## config.mk

```make
export PLATFORM = sky130hd
export DESIGN_NAME = ahb_arbiter
export DESIGN_NICKNAME = d
export VERILOG_FILES = /design/src/rtl/ahb_arbiter_pkg.sv /design/src/rtl/ahb_arbiter_prio_enc3.sv /design/src/rtl/ahb_arbiter.sv
export SDC_FILE = /design/constraint.sdc
export NUM_CORES = 1
export LEC_CHECK = 0
export ABC_CLOCK_PERIOD_IN_PS = 2250
export CORE_MARGIN = 1.5
export CORE_UTILIZATION = 41
export DETAILED_ROUTE_END_ITERATION = 16
export PLACE_DENSITY = 0.84
export SKIP_CTS_REPAIR_TIMING = 1
export SLEW_MARGIN = 20
export SYNTH_ARGS = -nofsm -noshare
export SYNTH_HDL_FRONTEND = slang
export SYNTH_SLANG_ARGS = --single-unit
```

## constraint.sdc

```tcl
create_clock -name HCLK -period 2.25 [get_ports HCLK]
set_input_delay 0.45 -clock HCLK [delete_from_list [all_inputs] [get_ports HCLK]]
set_output_delay 0.45 -clock HCLK [all_outputs]
set_load 0.03 [all_outputs]
```

## src/rtl/ahb_arbiter_pkg.sv

```systemverilog
// Shared AHB encodings and small decode helpers for the 3-master arbiter.
package ahb_arbiter_pkg;

  typedef enum logic [1:0] {
    HTRANS_IDLE   = 2'b00,
    HTRANS_BUSY   = 2'b01,
    HTRANS_NONSEQ = 2'b10,
    HTRANS_SEQ    = 2'b11
  } htrans_e;

  typedef enum logic [2:0] {
    HBURST_SINGLE = 3'b000,
    HBURST_INCR   = 3'b001,
    HBURST_WRAP4  = 3'b010,
    HBURST_INCR4  = 3'b011,
    HBURST_WRAP8  = 3'b100,
    HBURST_INCR8  = 3'b101,
    HBURST_WRAP16 = 3'b110,
    HBURST_INCR16 = 3'b111
  } hburst_e;

  typedef enum logic [1:0] {
    HRESP_OKAY  = 2'b00,
    HRESP_ERROR = 2'b01,
    HRESP_RETRY = 2'b10,
    HRESP_SPLIT = 2'b11
  } hresp_e;

  // Beats in a fixed-length burst; undefined-length bursts report zero.
  function automatic logic [4:0] burst_len(input logic [2:0] burst);
    case (burst)
      HBURST_WRAP4,  HBURST_INCR4:  burst_len = 5'd4;
      HBURST_WRAP8,  HBURST_INCR8:  burst_len = 5'd8;
      HBURST_WRAP16, HBURST_INCR16: burst_len = 5'd16;
      default:                      burst_len = 5'd0;
    endcase
  endfunction

  // Index of a one-hot 3-bit grant; anything unexpected maps to master 0.
  function automatic logic [1:0] onehot_idx(input logic [2:0] oh);
    case (oh)
      3'b010:  onehot_idx = 2'd1;
      3'b100:  onehot_idx = 2'd2;
      default: onehot_idx = 2'd0;
    endcase
  endfunction

endpackage

```

## src/rtl/ahb_arbiter_prio_enc3.sv

```systemverilog
// Fixed-priority one-hot select over three requesters; bit 0 has top priority.
module ahb_arbiter_prio_enc3 (
  input  logic [2:0] req,
  output logic [2:0] gnt
);

  // Lowest set request bit wins; no request gives an all-zero result.
  always_comb begin
    gnt = 3'b000;
    if (req[0]) begin
      gnt = 3'b001;
    end else if (req[1]) begin
      gnt = 3'b010;
    end else if (req[2]) begin
      gnt = 3'b100;
    end else begin
      gnt = 3'b000;
    end
  end

endmodule

```

## src/rtl/ahb_arbiter.sv

```systemverilog
// AHB arbiter for three fixed-priority masters with lock, burst-boundary
// re-arbitration and RETRY/SPLIT handling. All outputs are registered.
module ahb_arbiter
  import ahb_arbiter_pkg::*;
(
  input  logic        HCLK,
  input  logic        HRESETn,
  input  logic [2:0]  HBUSREQ,
  input  logic [2:0]  HLOCK,
  input  logic [31:0] HADDR,
  input  logic [2:0]  HSPLIT,
  input  logic [1:0]  HTRANS,
  input  logic [2:0]  HBURST,
  input  logic [1:0]  HRESP,
  input  logic        HREADY,
  output logic [1:0]  HMASTER,
  output logic        HMASTLOCK,
  output logic [2:0]  HGRANT
);

  logic [2:0] hgrant_r, pend_r, lockreq_r, splitmask_r;
  logic [1:0] hmaster_r;
  logic       hmastlock_r;
  logic [4:0] beatcnt_r;

  logic [2:0] splitset_s, retryset_s, elig_s, win_s;
  logic [2:0] grant_nxt_s, pend_nxt_s, lockreq_nxt_s, mask_nxt_s;
  logic [4:0] beatcnt_nxt_s;
  logic [1:0] owner_s;
  logic       owner_req_s, owner_lock_s, fixed_s, lock_hold_s, arb_s;

  // HADDR is reserved and deliberately not used by the arbiter.
  logic unused_haddr_s;
  assign unused_haddr_s = ^HADDR;

  ahb_arbiter_prio_enc3 u_prio (
    .req (elig_s),
    .gnt (win_s)
  );

  // Arbitration decision and next-state values for all arbiter state.
  always_comb begin
    owner_s      = onehot_idx(hgrant_r);
    owner_req_s  = |((HBUSREQ | pend_r) & hgrant_r);
    owner_lock_s = |(lockreq_r & hgrant_r);
    fixed_s      = !((HBURST == HBURST_SINGLE) || (HBURST == HBURST_INCR));

    // RETRY/SPLIT only act on their second (HREADY high) cycle.
    if (HREADY && (HRESP == HRESP_SPLIT)) begin
      splitset_s = 3'b001 << hmaster_r;
    end else begin
      splitset_s = 3'b000;
    end
    if (HREADY && (HRESP == HRESP_RETRY)) begin
      retryset_s = 3'b001 << hmaster_r;
    end else begin
      retryset_s = 3'b000;
    end

    // A master being split this edge is already excluded from the contest.
    elig_s = (pend_r | HBUSREQ) & ~(splitmask_r | splitset_s);

    // A locked owner keeps the bus until its lock request drops on an IDLE cycle.
    lock_hold_s = hmastlock_r && !(!owner_lock_s && (HTRANS == HTRANS_IDLE));

    arb_s = HREADY &&
            ((!lock_hold_s && ((HTRANS == HTRANS_IDLE) ||
                               (!fixed_s && !owner_req_s) ||
                               (fixed_s && (beatcnt_r == 5'd1)))) ||
             (HRESP == HRESP_RETRY) || (HRESP == HRESP_SPLIT));

    // Empty eligible set parks the bus on the last owner.
    if (arb_s && (win_s != 3'b000)) begin
      grant_nxt_s = win_s;
      pend_nxt_s  = (pend_r | HBUSREQ | retryset_s | splitset_s) & ~win_s;
    end else begin
      grant_nxt_s = hgrant_r;
      pend_nxt_s  = pend_r | HBUSREQ | retryset_s | splitset_s;
    end

    // The granted master's lock request follows HLOCK live so it can release;
    // other masters keep a latched copy until they win.
    lockreq_nxt_s = (HLOCK & hgrant_r) | ((lockreq_r | HLOCK) & ~hgrant_r);

    // Split resume beats a same-edge split set.
    mask_nxt_s = (splitmask_r | splitset_s) & ~HSPLIT;

    if (HREADY && (HTRANS == HTRANS_NONSEQ)) begin
      beatcnt_nxt_s = burst_len(HBURST);
    end else if (HREADY && (HTRANS == HTRANS_SEQ) && (beatcnt_r != 5'd0)) begin
      beatcnt_nxt_s = beatcnt_r - 5'd1;
    end else begin
      beatcnt_nxt_s = beatcnt_r;
    end
  end

  // State update with synchronous reset; address-phase outputs follow the grant when HREADY.
  always_ff @(posedge HCLK) begin
    if (!HRESETn) begin
      hgrant_r    <= 3'b001;
      hmaster_r   <= 2'd0;
      hmastlock_r <= 1'b0;
      pend_r      <= 3'b000;
      lockreq_r   <= 3'b000;
      splitmask_r <= 3'b000;
      beatcnt_r   <= 5'd0;
    end else begin
      hgrant_r    <= grant_nxt_s;
      pend_r      <= pend_nxt_s;
      lockreq_r   <= lockreq_nxt_s;
      splitmask_r <= mask_nxt_s;
      beatcnt_r   <= beatcnt_nxt_s;
      if (HREADY) begin
        hmaster_r   <= owner_s;
        hmastlock_r <= owner_lock_s;
      end else begin
        hmaster_r   <= hmaster_r;
        hmastlock_r <= hmastlock_r;
      end
    end
  end

  assign HGRANT    = hgrant_r;
  assign HMASTER   = hmaster_r;
  assign HMASTLOCK = hmastlock_r;

endmodule

```

==> reports/qor.yml, run 1 <==
p_comb_share_pct: 22.9
power.switching_uw: 219.3
worst-path-buf-inv: 1
firstDrtPassIters: 4
cp.required_ns: 1.80
root_buffer: "clkbuf_4"
fin_cells: 172
synth_seq_cells: 20
grt-ovfl-total: 0
crit_path_end_kind: "output port"
dp.cells: 168
cp_cell_sequence: "clkdlybuf4s50_1"
status: "complete, no violations"
antenna_found_initial: 0
syn-cell-area_um2: 1032
drive_gt1_share_pct: 9.722
grt_pass1_wl_mm: 3.843
maxSlewHeadroom_pct: 71.71
drt-total-wl_mm: 2.374
path_delay_family: "buffers and inverters"
dieArea_um2: 2828
critPathLaunchType: "register"
nNetsFinal: 199
min_path_type: "register to register"
die_w_um: 53.18
nFillCells: 223
yosysMostFrequentCell: "dfxtp_1"
io-pin-count: 57
hold_viol: 0
syn_inst: 115
tritoncts: "built"
clk_pin_slew_ns: 0.11
synth-main-ff-cell: "dfxtp_1"
p_sw_share_pct: 27.98
ir_drop_uv: 412.0
synthTopCellsByArea: "dfxtp_1, a21oi_1, o21a_1"
max_stage_delay_ns: 0.72
n_antenna_cell: 0
grt_pass1_vias: 918
synth_area_leader_cell: "dfxtp_1"
slew_viol_final: 0
via_per_inst: 5.703
ys_types: 38
critPathKind: "register to output port"
yosys_warnings: 0
cts_buffers: 3
dr_total_vias: 981
critPathSlowestCell: "clkdlybuf4s50_1"
start_util_pct: 44.93
worstSkewPairLatency_ns: 0.30
internal-power_uw: 564.3
cp.arrival_ns: 1.50
drc_errors: 0
drt_iter0_markers: 23
dp_hpwl_mm: 1.798
grt_max_degree: 13
ys_seq_area_share_pct: 38.79
power_density_nw_per_um2: 576.7
core-area_um2: 2297
tightest_slew_ns: 0.4219
min_period_over_period_pct: 86.70
die_height_um: 53.18
grt_use_total_pct: 18.82
pwr-share-clk_pct: 27.0
postRouteAntennaNets: 0
timing.fmax_ghz: 0.5126
seq_power_share_pct: 50.1
yosys-top-cells-count: "dfxtp_1, a21oi_1, inv_1"
cts.sinks: 20
maxCapViolations: 0
finalSetupViolCount: 0
area_growth_pct: 31.64
htreeDepth: 1
io_buffers: 23
p_leak_nw: 0.5331
tns_ns: 0
timing.final.crit_period_ns: 1.951
rsz0062_at_grt: "no"
synthArstFlopShare_pct: 0
fp-row-count: 17
cp_max_fo: 7
postSynthAreaPerCell_um2: 8.976
synth_fp_nets: 169
place_congestion: 0.8180
seqCellArea_um2: 400.4
wl_per_cell_um: 13.80
synth_edf_count: 0
multiInputGateArea_um2: 593.1
clockBufferDepth: 2
synth_top_cell_area_share_pct: 38.79
clock_skew_ns: 0.001802
power by group through the flow:
stage	registers [mW]	clock network (mW)	logic (mW)
2_1_floorplan	0.407	0	0.0951
3_3_place_gp	0.400	0	0.173
3_5_place_dp	0.401	0	0.178
4_1_cts	0.393	0.218	0.179
5_1_grt	0.396	0.237	0.195
6_report	0.393	0.211	0.179
metal layers:
layer	track usage, %	routed length, um
met5	0	0
met4	8.120	31
met3	3.672	95
met2	33.75	1215
met1	21.43	1031
kinds of logic after synthesis:
| logic type | Yosys count | synth area share [%] |
|---|---|---|
| and+or+nand+nor | 38 | 22.79 |
| buffers and inverters | 10 | 3.758 |
| muxes | 2 | 1.939 |
| adders and majority gates | 3 | 3.637 |
| AOI/OAI and AO/OA | 41 | 28.24 |
| DFF | 20 | 38.79 |
| xor gates and xnor gates | 1 | 0.8486 |
cell type report:
cell class	instances	area share, %
inverters	7	1.934
clock buffers	4	2.670
repair buffers	28	19.71
flip-flops and latches	20	29.47
multi-input cells	85	43.65
well taps	28	2.578
per-stage QoR:
stage | hold WS [ns] | util (%) | worst slack, ns | power [mW] | area, um^2
finish | 0.5206 | 59.15 | 0.2993 | 0.7836 | 1359
global route | 0.5539 | 59.15 | 0.2253 | 0.8271 | 1359
CTS | 0.5267 | 59.15 | 0.2826 | 0.7899 | 1359
detailed placement | 0.5037 | 57.57 | 0.1130 | 0.5788 | 1323
global placement | 0.4883 | 57.57 | 0.1543 | 0.5731 | 1323
floorplan | 0.4761 | - | 0.5621 | 0.5024 | 1032
worst paths after layout:
kind	cells after the start	to	slack, ns	startpoint
min reg2reg	2	splitmask_r[0]	0.52	splitmask_r[0]
min	2	splitmask_r[0]	0.52	splitmask_r[0]
max	1	HGRANT[2]	0.30	HGRANT[2]
max reg2reg	5	HGRANT[0]	0.47	HGRANT[2]
sequential cells by signal, indices dropped and copies added (netlist names):
register / cells
beatcnt_r: 5
HGRANT: 3
lockreq_r: 3
pend_r: 3
splitmask_r: 3
HMASTER: 2
HMASTLOCK: 1
layout by cell type, fill, tap and decap left out, types with 2 or more instances in the layout:
| master | count |
|---|---|
| ha_1 | 3 |
| buf_4 | 5 |
| nand4_1 | 2 |
| clkbuf_4 | 3 |
| a31oi_1 | 4 |
| o21ai_0 | 4 |
| o311a_1 | 2 |
| a211oi_1 | 2 |
| nor2b_1 | 5 |
| a21oi_1 | 12 |
| nor3b_1 | 5 |
| and4b_1 | 2 |
| dfxtp_1 | 20 |
| clkdlybuf4s50_1 | 23 |
| inv_1 | 7 |
| o21a_1 | 6 |
| nor3_1 | 4 |
| and2_1 | 3 |
| nor2_1 | 5 |
| nand2_1 | 6 |
| mux2i_1 | 2 |
No activity file was read; power rests on OpenSTA's default activity.
==> run 2: changes to the inputs <==
- CORE_MARGIN: 1.5 -> not set
==> run 2 against run 1 <==
First-iteration DRC count increased by 22%. Via count decreased by 0.71%. Clock power decreased by 18%. Fmax about the same. Utilization decreased by 0.60 points. Total power decreased by 4.9%. Combinational power about the same.
==> reports/qor.yml, run 2 (synthesis results as in run 1) <==
core-area_um2: 2297  # unchanged
cp_max_fo: 7  # unchanged
power.switching_uw: 217.0  # was 219.3 uW
drt-total-wl_mm: 2.407  # was 2.374 mm
grt-ovfl-total: 0  # unchanged
drc_errors: 0  # unchanged
dr_total_vias: 974  # was 981
nNetsFinal: 199  # unchanged
p_sw_share_pct: 29.12  # was 27.98%
grt_pass1_vias: 988  # was 918
postRouteAntennaNets: 0  # unchanged
largest-register: "beatcnt_r"  # unchanged
status: "complete, no violations"  # unchanged
maxSlewHeadroom_pct: 72.07  # was 71.71%
design_area_um2: 1345  # was 1359 um^2
tns_ns: 0  # unchanged
p_total_uw: 745.3  # was 783.6 uW
slew_viol_final: 0  # unchanged
p_comb_share_pct: 24.1  # was 22.9%
dp_hpwl_mm: 1.858  # was 1.798 mm
htreeDepth: 1  # unchanged
crit_cells: 1  # unchanged
cp.required_ns: 1.80  # about the same
seqCellArea_um2: 400.4  # unchanged
p_leak_nw: 0.5259  # was 0.5331 nW
cts.sinks: 20  # unchanged
drive_gt1_share_pct: 9.091  # was 9.722%
cp.arrival_ns: 1.50  # about the same
area_growth_pct: 30.30  # was 31.64%
nFillCells: 208  # was 223
fp-row-count: 17  # unchanged
antenna_found_initial: 0  # unchanged
r2r_start: "HGRANT[2]"  # unchanged
fin_ws_ns: 0.2974  # was 0.2993 ns
firstDrtPassIters: 4  # unchanged
place_congestion: 0.8526  # was 0.8180
pwr-share-clk_pct: 23.2  # was 27.0%
final_common_cell: "clkdlybuf4s50_1"  # unchanged
clk_pin_slew_ns: 0.11  # about the same
hold_viol: 0  # unchanged
tritoncts: "built"  # unchanged
whs_path_depth: 1  # was 2
timing.final.crit_period_ns: 1.953  # was 1.951 ns
io-pin-count: 57  # unchanged
path_delay_family: "buffers and inverters"  # unchanged
die_w_um: 52.18  # was 53.18 um
holdWs_ns: 0.5178  # was 0.5206 ns
power_density_nw_per_um2: 554.1  # was 576.7 nW/um^2
crit_path_end_kind: "output port"  # unchanged
dp.cells: 168  # unchanged
critPathKind: "register to output port"  # unchanged
n_antenna_cell: 0  # unchanged
drt_iter0_markers: 28  # was 23
clockBufferDepth: 2  # unchanged
worstSkewPairLatency_ns: 0.31  # was 0.30 ns
finalSetupViolCount: 0  # unchanged
cp_cell_sequence: "clkdlybuf4s50_1"  # unchanged
worst-path-buf-inv: 1  # unchanged
dieArea_um2: 2722  # was 2828 um^2
io_buffers: 23  # unchanged
min_path_type: "register to register"  # unchanged
rsz0062_at_grt: "no"  # unchanged
r2r_cells: 5  # unchanged
r2r_end: "HGRANT[0]"  # unchanged
fin_cells: 171  # was 172
min_period_over_period_pct: 86.78  # was 86.70%
maxCapViolations: 0  # unchanged
critPathSlowestCell: "clkdlybuf4s50_1"  # unchanged
largest_reg_flops: 5  # unchanged
tightest_slew_ns: 0.4177  # was 0.4219 ns
wl_per_cell_um: 14.08  # was 13.80 um
internal-power_uw: 528.3  # was 564.3 uW
dpl_worst_slack_ns: 0.1416  # was 0.1130 ns
via_per_inst: 5.696  # was 5.703
cts_buffers: 3  # unchanged
ir_drop_uv: 460.2  # was 412.0 uV
critical_path.startpoint: "HGRANT[1]"  # was HGRANT[2]
timing.fmax_ghz: 0.5121  # was 0.5126 GHz
multiInputGateArea_um2: 593.1  # unchanged
seq_power_share_pct: 52.7  # was 50.1%
final_cell_mix: "clkdlybuf4s50_1, dfxtp_1, a21oi_1"  # unchanged
die_height_um: 52.18  # was 53.18 um
placed_cell_area_um2: 1323  # unchanged
grt_max_degree: 15  # was 13
clock_skew_ns: 0.003855  # was 0.001802 ns
final_core_util_pct: 58.55  # was 59.15%
root_buffer: "clkbuf_4"  # unchanged
start_util_pct: 44.93  # unchanged
max_stage_delay_ns: 0.72  # about the same
ff2ff_setup_slack_ns: 0.46  # was 0.47 ns
grt_pass1_wl_mm: 4.050  # was 3.843 mm
crit_end: "HGRANT[1]"  # was HGRANT[2]
grt_use_total_pct: 20.18  # was 18.82%
critPathLaunchType: "register"  # unchanged
==> run 2: changes by cell type in the layout (fill, tap and decap cells not counted), sizes merged <==
cell | previous run | this run
clkbuf | 4 | 3
==> run 2: per-layer routing <==
layer  track usage (%)  part of all wire [%]  vias up
li1                  -                     -      484
met1             22.24                    42      459
met2             39.10                    53       29
met3             2.609                   4.0        2
met4             6.579                   1.3        0
met5                 0                     0        -
==> run 2: power groups by stage <==
stage	sequential (mW)	clock, mW	combinational (mW)
floorplan	0.407	0	0.0951
global placement	0.400	0	0.172
detailed placement	0.401	0	0.177
CTS	0.393	0.178	0.179
global route	0.396	0.196	0.197
finish	0.393	0.173	0.180
==> run 2: cell type report <==
type / instances / share of cell area, %
Sequential cell: 20 / 29.77
Timing Repair Buffer: 28 / 19.91
Inverter: 7 / 1.953
Clock buffer: 3 / 1.674
Multi-Input combinational cell: 85 / 44.09
Tap cell: 28 / 2.605
==> run 2: worst min path at each step <==
stage                               from        endpoint  slack, ns
after floorplan             lockreq_r[0]    lockreq_r[0]       0.48
after global placement         pend_r[0]       pend_r[0]       0.49
after detailed placement       pend_r[0]       pend_r[0]       0.50
after CTS                      pend_r[0]       pend_r[0]       0.52
after global routing      splitmask_r[0]  splitmask_r[0]       0.55
final                          pend_r[0]       pend_r[0]       0.52
==> run 3: changes to the inputs <==
- CELL_PAD_IN_SITES_DETAIL_PLACEMENT: not set -> 1
- CELL_PAD_IN_SITES_GLOBAL_PLACEMENT: not set -> 2
- CORE_MARGIN: not set -> 2
- CORE_UTILIZATION: 41 -> 22
- PLACE_DENSITY: 0.84 -> not set
- PLACE_DENSITY_LB_ADDON: not set -> 0.1
==> run 3 against run 2 <==
Fmax is 2.7% lower. Worst setup slack got worse by 0.053 ns. Wire length increased by 23%. Critical endpoint is now HGRANT[0]. Largest power group unchanged. Die area up 93%. Clock-buffer cell count did not move. Non-clock buffer count increased by 5. Total power is 9.8% higher. Register-to-register slack got worse by 0.05 ns. Highest routed layer unchanged. Clock skew about the same. Via count is 2.3% higher.
==> reports/qor.yml, run 3 (synthesis results as in run 1) <==
critPathKind: "primary input to register"  # was register to output port
drive_gt1_share_pct: 12.16  # was 9.091%
die_w_um: 72.50  # was 52.18 um
timing.final.crit_period_ns: 2.006  # was 1.953 ns
io_buffers: 23  # unchanged
critical_path.startpoint: "HBUSREQ[2]"  # was HGRANT[1]
dp_hpwl_mm: 2.366  # was 1.858 mm
cp_cell_sequence: "clkdlybuf4s50_1 -> o21ai_0 -> o2111ai_1 -> a211oi_4 -> o31a_1 -> o211ai_1"  # was clkdlybuf4s50_1
dpl_worst_slack_ns: -0.01618  # was 0.1416 ns
power_density_nw_per_um2: 571.8  # was 554.1 nW/um^2
hold_viol: 0  # unchanged
critPathSlowestCell: "a211oi_4"  # was clkdlybuf4s50_1
largest_reg_flops: 5  # unchanged
nFillCells: 546  # was 208
start_util_pct: 23.23  # was 44.93%
grt_use_total_pct: 12.31  # was 20.18%
area_growth_pct: 38.67  # was 30.30%
drt_iter0_markers: 63  # was 28
dp.cells: 197  # was 168
n_antenna_cell: 0  # unchanged
cp.required_ns: 2.37  # was 1.80 ns
via_per_inst: 4.980  # was 5.696
fin_ws_ns: 0.2442  # was 0.2974 ns
min_path_type: "register to register"  # unchanged
dr_total_vias: 996  # was 974
maxSlewHeadroom_pct: 70.31  # was 72.07%
final_cell_mix: "clkdlybuf4s50_1, dfxtp_1, a21oi_1"  # unchanged
maxCapViolations: 0  # unchanged
fin_cells: 200  # was 171
root_buffer: "clkbuf_8"  # was clkbuf_4
ir_drop_uv: 267.4  # was 460.2 uV
critPathLaunchType: "primary input"  # was register
grt_pass1_wl_mm: 5.037  # was 4.050 mm
drc_errors: 0  # unchanged
place_congestion: 0.8891  # was 0.8526
nNetsFinal: 204  # was 199
core-area_um2: 4444  # was 2297 um^2
tritoncts: "built"  # unchanged
postRouteAntennaNets: 0  # unchanged
io-pin-count: 57  # unchanged
firstDrtPassIters: 7  # was 4
rsz0062_at_grt: "no"  # unchanged
fp-row-count: 24  # was 17
largest-register: "beatcnt_r"  # unchanged
wl_per_cell_um: 14.84  # was 14.08 um
tightest_slew_ns: 0.4454  # was 0.4177 ns
grt_pass1_vias: 1050  # was 988
timing.fmax_ghz: 0.4986  # was 0.5121 GHz
crit_path_end_kind: "register"  # was output port
final_common_cell: "clkdlybuf4s50_1"  # unchanged
max_stage_delay_ns: 0.46  # was 0.72 ns
r2r_start: "HGRANT[0]"  # was HGRANT[2]
holdWs_ns: 0.5112  # was 0.5178 ns
cp_max_fo: 8  # was 7
cts.sinks: 20  # unchanged
clock_skew_ns: 0.004324  # was 0.003855 ns
clk_pin_slew_ns: 0.07  # was 0.11 ns
clockBufferDepth: 2  # unchanged
drt-total-wl_mm: 2.968  # was 2.407 mm
slew_viol_final: 0  # unchanged
status: "complete, no violations"  # unchanged
min_period_over_period_pct: 89.14  # was 86.78%
grt_max_degree: 13  # was 15
min_from: "pend_r[0]"  # unchanged
dieArea_um2: 5256  # was 2722 um^2
htreeDepth: 1  # unchanged
grt-ovfl-total: 0  # unchanged
cts_buffers: 3  # unchanged
finalSetupViolCount: 0  # unchanged
die_height_um: 72.50  # was 52.18 um
cp.arrival_ns: 2.13  # was 1.50 ns
p_leak_nw: 0.5584  # was 0.5259 nW
worstSkewPairLatency_ns: 0.26  # was 0.31 ns
antenna_found_initial: 0  # unchanged
run 3: cell count changes in the layout (fill, tap and decap cells not counted):
| cell | delta |
|---|---|
| buf_4 | +5 |
| clkbuf_8 | +3 |
| clkbuf_4 | -3 |
run 3: where the power goes:
part	internal [mW]	switching [mW]	leakage (nW)
combinational	0.0976	0.0945	0.372
sequential	0.374	0.0175	0.164
clock	0.119	0.115	0.0216
total	0.591	0.227	0.558
run 3: final timing paths:
kind | end | slack (ns) | cells after the start
worst min register to register | pend_r[0] | 0.51 | 1
worst max register to register | HGRANT[0] | 0.41 | 5
worst min-delay path | pend_r[0] | 0.51 | 1
worst max-delay path | HGRANT[0] | 0.24 | 6
run 3: worst max-delay path, delay by kind of cell:
family / cells / cell delay (ns)
AOI/OAI and AO/OA: 5 / 1.25
buffers and inverters: 1 / 0.44
run 3: layer usage:
layer  track usage (%)  wire [um]
met5                 0          0
met4             2.469         19
met3             3.611        122
met2             19.27       1313
met1             16.92       1513
run 3: cell type report:
type                    count  area (um^2)  share of cell area (%)
flip-flops and latches     20        400.4                   27.97
clock buffers               3        41.29                   2.885
inverters                   7        26.28                   1.836
repair buffers             33        305.3                   21.33
multi-input cells          85        593.1                   41.43
well taps                  52        65.06                   4.545
run 3: metrics by stage:
step	total power, mW	TNS (ns)	util (%)	instance area (um^2)
after floorplan	0.5024	0	-	1032
after global placement	0.5909	0	31.28	1390
after detailed placement	0.5940	-0.01618	31.28	1390
after CTS	0.8393	0	32.21	1431
after global routing	0.8705	0	32.21	1431
final	0.8184	0	32.21	1431
